[src/rtl/raster_scan_gen.sv]
// Raster/serpentine coordinate generator over a bordered window, with
// ready/valid backpressure, synchronous abort and one-cycle completion pulse.
module raster_scan_gen #(
  parameter int X_W = 10,
  parameter int Y_W = 10
) (
  input  logic           clk,
  input  logic           n_rst,
  input  logic           start,
  input  logic           abort,
  input  logic [X_W-1:0] img_width,
  input  logic [Y_W-1:0] img_height,
  input  logic [X_W-1:0] border,
  input  logic           serpentine,
  input  logic           pix_ready,
  output logic           pix_valid,
  output logic [X_W-1:0] pix_x,
  output logic [Y_W-1:0] pix_y,
  output logic           row_first,
  output logic           row_last,
  output logic           frame_last,
  output logic           busy,
  output logic           frame_done
);

  localparam int CW = ((X_W > Y_W) ? X_W : Y_W) + 1;
  localparam logic [X_W-1:0] X_ONE = {{(X_W-1){1'b0}}, 1'b1};
  localparam logic [Y_W-1:0] Y_ONE = {{(Y_W-1){1'b0}}, 1'b1};

  typedef enum logic [1:0] {S_IDLE, S_SCAN, S_DONE} state_t;

  state_t         r_state, w_state_next;
  logic [X_W-1:0] r_width, w_width_next;
  logic [Y_W-1:0] r_height, w_height_next;
  logic [X_W-1:0] r_border, w_border_next;
  logic           r_serp, w_serp_next;
  logic           r_rev, w_rev_next;
  logic           r_pix_valid, w_pix_valid_next;
  logic [X_W-1:0] r_pix_x, w_pix_x_next;
  logic [Y_W-1:0] r_pix_y, w_pix_y_next;
  logic           r_row_first, w_row_first_next;
  logic           r_row_last, w_row_last_next;
  logic           r_frame_last, w_frame_last_next;
  logic           r_busy, w_busy_next;
  logic           r_frame_done, w_frame_done_next;

  // While idle the window follows the live inputs so the start edge can
  // decide emptiness and load the first coordinate without an extra cycle.
  logic [X_W-1:0] w_cfg_width;
  logic [Y_W-1:0] w_cfg_height;
  logic [X_W-1:0] w_cfg_border;
  logic           w_cfg_serp;

  assign w_cfg_width  = (r_state == S_IDLE) ? img_width  : r_width;
  assign w_cfg_height = (r_state == S_IDLE) ? img_height : r_height;
  assign w_cfg_border = (r_state == S_IDLE) ? border     : r_border;
  assign w_cfg_serp   = (r_state == S_IDLE) ? serpentine : r_serp;

  // Window bounds carry one guard bit so a border wider than the image
  // shows up as a negative upper bound instead of wrapping.
  logic [X_W:0]   w_x_hi_g;
  logic [CW-1:0]  w_y_lo_g;
  logic [CW-1:0]  w_y_hi_g;
  logic [X_W-1:0] w_x_lo, w_x_hi;
  logic [Y_W-1:0] w_y_lo, w_y_hi;
  logic           w_empty;

  assign w_x_hi_g = {1'b0, w_cfg_width} - {1'b0, w_cfg_border} - {{X_W{1'b0}}, 1'b1};
  assign w_y_lo_g = {{(CW-X_W){1'b0}}, w_cfg_border};
  assign w_y_hi_g = {{(CW-Y_W){1'b0}}, w_cfg_height} - w_y_lo_g - {{(CW-1){1'b0}}, 1'b1};
  assign w_x_lo   = w_cfg_border;
  assign w_x_hi   = w_x_hi_g[X_W-1:0];
  assign w_y_lo   = w_y_lo_g[Y_W-1:0];
  assign w_y_hi   = w_y_hi_g[Y_W-1:0];
  assign w_empty  = w_x_hi_g[X_W] | ({1'b0, w_x_lo} > w_x_hi_g)
                  | w_y_hi_g[CW-1] | (w_y_lo_g > w_y_hi_g);

  // Candidate for the next presented coordinate: first of frame while idle,
  // successor of the current one while scanning.
  logic           w_row_end;
  logic [X_W-1:0] w_cand_x;
  logic [Y_W-1:0] w_cand_y;
  logic           w_cand_rev;
  logic           w_cand_first, w_cand_last, w_cand_flast;

  assign w_row_end = r_rev ? (r_pix_x == w_x_lo) : (r_pix_x == w_x_hi);

  always_comb begin
    w_cand_x   = w_x_lo;
    w_cand_y   = w_y_lo;
    w_cand_rev = 1'b0;
    if (r_state == S_SCAN) begin
      if (w_row_end) begin
        w_cand_rev = w_cfg_serp & ~r_rev;
        w_cand_x   = w_cand_rev ? w_x_hi : w_x_lo;
        w_cand_y   = r_pix_y + Y_ONE;
      end else begin
        w_cand_rev = r_rev;
        w_cand_x   = r_rev ? (r_pix_x - X_ONE) : (r_pix_x + X_ONE);
        w_cand_y   = r_pix_y;
      end
    end
  end

  assign w_cand_first = (w_cand_x == (w_cand_rev ? w_x_hi : w_x_lo));
  assign w_cand_last  = (w_cand_x == (w_cand_rev ? w_x_lo : w_x_hi));
  assign w_cand_flast = w_cand_last & (w_cand_y == w_y_hi);

  always_comb begin
    w_state_next      = r_state;
    w_width_next      = r_width;
    w_height_next     = r_height;
    w_border_next     = r_border;
    w_serp_next       = r_serp;
    w_rev_next        = r_rev;
    w_pix_valid_next  = r_pix_valid;
    w_pix_x_next      = r_pix_x;
    w_pix_y_next      = r_pix_y;
    w_row_first_next  = r_row_first;
    w_row_last_next   = r_row_last;
    w_frame_last_next = r_frame_last;
    w_busy_next       = r_busy;
    w_frame_done_next = 1'b0;

    case (r_state)
      S_IDLE: begin
        if (start && !abort) begin
          w_width_next  = img_width;
          w_height_next = img_height;
          w_border_next = border;
          w_serp_next   = serpentine;
          w_busy_next   = 1'b1;
          if (w_empty) begin
            w_state_next      = S_DONE;
            w_frame_done_next = 1'b1;
          end else begin
            w_state_next      = S_SCAN;
            w_pix_valid_next  = 1'b1;
            w_pix_x_next      = w_cand_x;
            w_pix_y_next      = w_cand_y;
            w_rev_next        = w_cand_rev;
            w_row_first_next  = w_cand_first;
            w_row_last_next   = w_cand_last;
            w_frame_last_next = w_cand_flast;
          end
        end
      end

      S_SCAN: begin
        if (abort) begin
          w_state_next      = S_IDLE;
          w_pix_valid_next  = 1'b0;
          w_row_first_next  = 1'b0;
          w_row_last_next   = 1'b0;
          w_frame_last_next = 1'b0;
          w_busy_next       = 1'b0;
        end else if (r_pix_valid && pix_ready) begin
          if (r_frame_last) begin
            w_state_next      = S_DONE;
            w_pix_valid_next  = 1'b0;
            w_row_first_next  = 1'b0;
            w_row_last_next   = 1'b0;
            w_frame_last_next = 1'b0;
            w_frame_done_next = 1'b1;
          end else begin
            w_pix_x_next      = w_cand_x;
            w_pix_y_next      = w_cand_y;
            w_rev_next        = w_cand_rev;
            w_row_first_next  = w_cand_first;
            w_row_last_next   = w_cand_last;
            w_frame_last_next = w_cand_flast;
          end
        end
      end

      S_DONE: begin
        w_state_next = S_IDLE;
        w_busy_next  = 1'b0;
      end

      default: begin
        w_state_next      = S_IDLE;
        w_pix_valid_next  = 1'b0;
        w_row_first_next  = 1'b0;
        w_row_last_next   = 1'b0;
        w_frame_last_next = 1'b0;
        w_busy_next       = 1'b0;
      end
    endcase
  end

  always_ff @(posedge clk or negedge n_rst) begin
    if (!n_rst) begin
      r_state      <= S_IDLE;
      r_width      <= '0;
      r_height     <= '0;
      r_border     <= '0;
      r_serp       <= 1'b0;
      r_rev        <= 1'b0;
      r_pix_valid  <= 1'b0;
      r_pix_x      <= '0;
      r_pix_y      <= '0;
      r_row_first  <= 1'b0;
      r_row_last   <= 1'b0;
      r_frame_last <= 1'b0;
      r_busy       <= 1'b0;
      r_frame_done <= 1'b0;
    end else begin
      r_state      <= w_state_next;
      r_width      <= w_width_next;
      r_height     <= w_height_next;
      r_border     <= w_border_next;
      r_serp       <= w_serp_next;
      r_rev        <= w_rev_next;
      r_pix_valid  <= w_pix_valid_next;
      r_pix_x      <= w_pix_x_next;
      r_pix_y      <= w_pix_y_next;
      r_row_first  <= w_row_first_next;
      r_row_last   <= w_row_last_next;
      r_frame_last <= w_frame_last_next;
      r_busy       <= w_busy_next;
      r_frame_done <= w_frame_done_next;
    end
  end

  assign pix_valid  = r_pix_valid;
  assign pix_x      = r_pix_x;
  assign pix_y      = r_pix_y;
  assign row_first  = r_row_first;
  assign row_last   = r_row_last;
  assign frame_last = r_frame_last;
  assign busy       = r_busy;
  assign frame_done = r_frame_done;

endmodule

[config.mk]
export PLATFORM = sky130hd
export DESIGN_NAME = raster_scan_gen
export DESIGN_NICKNAME = d
export VERILOG_FILES = /design/src/rtl/raster_scan_gen.sv
export SDC_FILE = /design/constraint.sdc
export NUM_CORES = 1
export LEC_CHECK = 0
export ABC_AREA = 1
export CAP_MARGIN = 5
export CELL_PAD_IN_SITES_DETAIL_PLACEMENT = 1
export CELL_PAD_IN_SITES_GLOBAL_PLACEMENT = 1
export CORE_UTILIZATION = 37
export DETAILED_ROUTE_END_ITERATION = 8
export GPL_TIMING_DRIVEN = 0
export PLACE_DENSITY_LB_ADDON = 0.1
export SLEW_MARGIN = 20
export SYNTH_ARGS = -nofsm -noshare
export SYNTH_HDL_FRONTEND = slang
export SYNTH_SLANG_ARGS = --single-unit
export TNS_END_PERCENT = 100
[constraint.sdc]
create_clock -name clk -period 4.3 [get_ports clk]
set_input_delay 0.86 -clock clk [delete_from_list [all_inputs] [get_ports clk]]
set_output_delay 0.86 -clock clk [all_outputs]
set_load 0.01 [all_outputs]
* Yosys cells after proc, flatten, opt, wreduce, memory -nomap -nowiden
Index checks and enable logic that the tools add are counted.
** Cells by class
- Add/sub/neg operators :: 7
- $mul :: 0
- Divide/modulo/power cells :: 0
- Order comparisons :: 2
- Equal/unequal tests :: 15
- Shift-type cells :: 0
- Muxes and demuxes :: 72
- Bitwise operators :: 7
- Reductions and logical operators :: 11
** Operator list (number)
- two-way mux 10 bit :: 21
- equality test 10 bit :: 5
- case mux 10 bit (2 select lines) :: 2
- two-way mux 1 bit :: 36
- greater-than comparator 10 x 11 -> 1 bit :: 2
- subtractor 10 x 10 -> 11 bit :: 2
- subtractor 11 x 1 -> 11 bit (second input constant) :: 2
- adder 10 x 1 -> 10 bit (second input constant) :: 2
- case mux 1 bit (3 select lines) :: 4
- two-way mux 2 bit :: 5
- subtractor 10 x 1 -> 10 bit (second input constant) :: 1
- inequality test 2 bit (second input constant) :: 4
- case mux 1 bit (2 select lines) :: 3
- AND reduction 6 bit :: 1
- AND reduction 5 bit :: 1
- inequality test 2 x 1 -> 1 bit (second input constant) :: 2
- case mux 2 bit (2 select lines) :: 1
- AND reduction 2 bit :: 2
- AND reduction 4 bit :: 1
- inequality test 3 x 2 -> 1 bit (second input constant) :: 1
- inequality test 3 bit (second input constant) :: 1
- OR 1 bit :: 3
- AND reduction 3 bit :: 1
- AND 1 bit :: 2
- other kinds (7) :: 9
** Storage, ports and cells
- Bits in registers :: 60
- Latch bits :: 0
- Bits in writable memories :: 0
- Bits in read-only memories :: 0
- Input bits :: 36
- Output and inout port bits :: 26
- Word-level logic and storage cells :: 128
- Memories kept :: 0

* Longest topological paths before layout
- Depth after elaboration :: 15
- Gate-level depth with buffers :: 38
- Gate-level depth less buffers :: 35

* Worst setup path after synthesis
OpenSTA, ideal clock, no wires.
- Path kind :: reg-to-reg
- From :: reg r_state[1]
- To :: reg r_pix_y[4], in the netlist pix_y[4]
- Setup time :: 0.130 ns
- Data arrival time :: 4.089 ns
- Required time :: 4.170 ns
- Path slack :: 0.081 ns
- Stages on the path, launching flop included :: 39
- Buffers on the path :: 4
- Clock period less this slack :: 4.219 ns
- Cell sequence :: dfrtp_1 nor2_2 buf_4 buf_2 buf_2 nand2_1 o21ai_0 inv_1 ha_1 inv_1 nand2_1 nand3_1 nand2_1 nand2_1 a31oi_1 nand2_1 nand2_1 nand2_1 [... 3 more ...] a21oi_1 xnor2_1 inv_1 ha_1 nand2_1 nor2_1 nand3_1 nor3_1 o211ai_1 nand2_1 nand3_1 nand2_1 inv_1 nor2_4 inv_1 clkbuf_1 nand2_1 o21ai_0
** Between the ends
- Cells in the longest elaborated chain, start to end :: 12
- Elaborated cells on any way between the ends :: 32
- Those cells by class :: 4 x add/sub; 2 x order compare; 8 x eq/ne; 12 x mux; 3 x bitwise; 3 x reduce/logical
** Ends and longest elaborated chain
- start: declaration :: line 32 : state_t r_state, w_state_next;
- start signal: assignment :: line 209 : r_state <= w_state_next;
- branches (longest 12 deep; another with subtractor 10 x 10 -> 11 bit)
- end signal: assignment :: line 217 : r_pix_y <= w_pix_y_next;
- end: declaration :: line 40 : logic [Y_W-1:0] r_pix_y, w_pix_y_next;
Several ways; the timed one is not identified. The select of a mux whose other input is x is not followed.
A chain may end at the register's enable or synchronous reset.

* Final worst setup path
- From :: in border[3]
- To :: reg r_frame_last, in the netlist frame_last
** Between the ends
- Cells in the longest elaborated chain, start to end :: 14
- Elaborated cells on any way between the ends :: 32
- Those cells by class :: 4 x add/sub; 2 x order compare; 5 x eq/ne; 16 x mux; 4 x bitwise; 1 x reduce/logical
** Ends and longest elaborated chain
- start: declaration :: line 13 : input logic [X_W-1:0] border,
- two-way mux 10 bit (*) :: line 56 : assign w_cfg_border = (r_state == S_IDLE) ? border : r_border;
- subtractor 10 x 10 -> 11 bit :: line 68 : assign w_x_hi_g = {1'b0, w_cfg_width} - {1'b0, w_cfg_border} - {{X_W{1'b0}}, 1'b1};
- subtractor 11 x 1 -> 11 bit :: line 68
- equality test 10 bit :: line 86 : assign w_row_end = r_rev ? (r_pix_x == w_x_lo) : (r_pix_x == w_x_hi);
- two-way mux 1 bit :: line 86
- two-way mux 1 bit :: line 93 : if (w_row_end) begin
- two-way mux 1 bit :: line 92 : if (r_state == S_SCAN) begin
- two-way mux 10 bit :: line 106 : assign w_cand_last = (w_cand_x == (w_cand_rev ? w_x_lo : w_x_hi));
- equality test 10 bit :: line 106
- AND 1 bit :: line 107 : assign w_cand_flast = w_cand_last & (w_cand_y == w_y_hi);
- two-way mux 1 bit :: line 158 : if (r_frame_last) begin
- two-way mux 1 bit :: line 157 : end else if (r_pix_valid && pix_ready) begin
- two-way mux 1 bit :: line 150 : if (abort) begin
- case mux 1 bit (3 select lines) :: line 125 : case (r_state)
- end signal: assignment :: line 220 : r_frame_last <= w_frame_last_next;
- end: declaration :: line 43 : logic r_frame_last, w_frame_last_next;
Every way passes the cells marked *; elsewhere a longest branch is shown, timed or not. The select of a mux whose other input is x is not followed.

==> results.toml <==
[cts]
clkLatencyLatePin_ns = 0.35
holdBufCountCts = 0
root_buffer = "clkbuf_16"
clockBufferDepth = 2
htree_levels = 3
path_clk_slew_ns = 0.06
clock-sinks = 60
numCtsBuffers = 9
cts_tree = "built"

[synthesis]
netlist_top_cells_area = "nand2_1 25%, dfrtp_1 23%, inv_1 9.3%"
netlist_area_um2 = 6500
ys_warn_count = 0
syn_inst = 1105
yosysSeqAreaShare_pct = 23.1
synth_edf_count = 0
yosysTopAreaCell = "nand2_1"
ys_seq_elements = 60
synthFlopType = "dfrtp_1"
synth.distinct_cells = 41
synth.top_cell.area_share_pct = 24.8
async_flop_share_pct = 100
synth_area_per_cell_um2 = 5.89
syn_nets = 1183

[status]
violations = "design-rule violations, negative setup slack"
outcome = "complete, but fails checks"

[final_layout]
num_antenna_cells = 0
drive_above_1_share_pct = 19.2
area_growth_pct = 39.0
num-nets-final = 1332
nFillCells = 2284

[detailed_routing]
route.vias.total = 7920
drc = 1
drt_first_pass_iters = 7
routed_wl_mm = 27.7
drt-initial-drc-count = 396
via_per_inst = 5.34
wire_per_inst_um = 18.7
antenna_left = 0

[worst_setup_path]
max_stage_delay_ns = 0.49
cp_common_cell = "buf_4"
crit_type = "input port to flip-flop"
worstPathBufferInverterCount = 16
crit_family = "buffers and inverters"
cp-start-kind = "input port"
reg2reg_slack_ns = -0.24
slowest_stage = "clkdlybuf4s50_1"
crit-reg2reg-capture = "frame_last"
cp-end-kind = "flip-flop"
arrival_ns = 4.79
ff2ff_path_depth = 41
crit_required_ns = 4.54
crit_path_max_fanout = 4
rr_startpoint = "r_state[1]"

[run]
maxCapViolations = 0

[sta]
relSlewSlack_pct = 40.6
whs_ns = 0.429
clock_skew_ns = 0.00375
drv_slew = 0
fmax_ghz = 0.220
finalCriticalPeriod_ns = 4.54
hold_viol_final = 0
worst_slack_ns = -0.242
fin_crit_sh_pct = 106
rsz0062_at_grt = "true"
tightestPinTransition_ns = 0.886
setup_viol = 25

[place]
place.gp.congestion = 0.933
place_hpwl_mm = 19.1
dp_worst_setup_slack_ns = -1.43
io_buffers = 61

[die]
floorplan.die_area_um2 = 18100
start_util_pct = 37.7
rows = 48
io_pins = 62
die_w_um = 135
core_um2 = 17200
die_y_um = 135

[global_route]
first_global_vias = 8078
grt_use_total_pct = 31.3
grt_start_max_net_pins = 34
grt_pass1_wl_mm = 43.1
antenna_found_initial = 0
overflow = 0

[worst_hold_path]
holdCritPathClass = "input port to asynchronous set/reset pin"
## metrics by stage
step	setup TNS, ns	cell area (um^2)	std cells	util (%)
3_3_place_gp	-32.93	7400	1391	42.9
2_1_floorplan	0	6500	1105	-
4_1_cts	-1.16	8750	1472	50.7
3_5_place_dp	-35.36	7410	1392	43.0
5_1_grt	-9.09	9040	1483	52.5
6_report	-4.13	9040	1483	52.5
## cells in the mapped netlist (16+ instances only)
library cell	instances
clkbuf_1	16
xor2_1	18
ha_1	41
o21ai_0	98
inv_1	162
nand2_1	430
nor2_1	45
dfrtp_1	60
a21oi_1	23
nand3_1	103
## worst max path at each step
| stage | startpoint | to | slack (ns) | cells after the start |
|---|---|---|---|---|
| final | border[3] | frame_last | -0.24 | 36 |
| after global placement | border[0] | pix_x[7] | -1.37 | 33 |
| after detailed placement | border[0] | pix_x[7] | -1.43 | 33 |
| after CTS | r_state[0] | row_first | -0.14 | 39 |
| after floorplan | r_state[1] | pix_y[4] | 0.08 | 38 |
| after global routing | border[2] | row_first | -0.43 | 28 |
## layout by cell type (no fill, tap or decap), types with 7 or more instances in the layout
cell and n:
a21oi_1 17, buf_2 7, buf_4 71, buf_6 7
buf_8 7, clkbuf_1 11, clkbuf_16 11, clkdlybuf4s50_1 57
dfrtp_1 58, ha_1 32, ha_4 7, inv_1 152
inv_2 9, nand2_1 394, nand2_2 36, nand2_4 12
nand3_1 95, nand3_2 9, nand4_1 12, nor2_1 36
nor2_4 7, o211ai_1 9, o21ai_0 72, o21ai_1 24
o21ai_2 9, o21ai_4 9, xor2_1 18
## state kept, by name, summed over array words and instances, names as in the netlist
signal      flops
pix_valid       1
busy            1
row_first       1
row_last        1
r_height       10
r_serp          1
r_border       10
pix_x          10
frame_last      1
frame_done      1
r_state         2
r_width        10
pix_y          10
r_rev           1
## layer usage
| metal | part of all wire (%) | routed length, um | vias to the layer above | GRT usage [%] |
|---|---|---|---|---|
| met4 | 4.5 | 1260 | 0 | 16.2 |
| met3 | 4.5 | 1250 | 83 | 4.02 |
| met1 | 43 | 11800 | 3794 | 38.7 |
| met5 | 0 | 0 | - | 0 |
| met2 | 48 | 13400 | 230 | 53.3 |
| li1 | - | - | 3813 | - |
## cell families after synthesis
family / share of synthesized area, %
simple gates: 40.2
buf+inv: 12.1
compound gates: 13.3
flops: 23.1
fa+ha+maj: 8.19
xor+xnor: 3.10
## cell type report
cell class,instances,area [um^2],share of cell area [%]
buffer,34,277,3.06
clock buffer,11,253,2.79
clock inverter,4,48.8,0.540
inverter,164,628,6.95
multi-input combinational,847,4740,52.4
sequential,60,1500,16.6
tap,225,282,3.11
timing repair buffer,138,1310,14.5
## repair_timing
| item | in CTS | in global routing |
|---|---|---|
| pin swaps | 37 | 31 |
| setup endpoints to repair | 28 | 25 |
| resized for setup | 138 | 63 |
| buffers inserted | 65 | 10 |
| cloned | 3 | 1 |
Power is not shown: default switching activity piles up to over one toggle a cycle in this logic, so the estimate is an artifact.
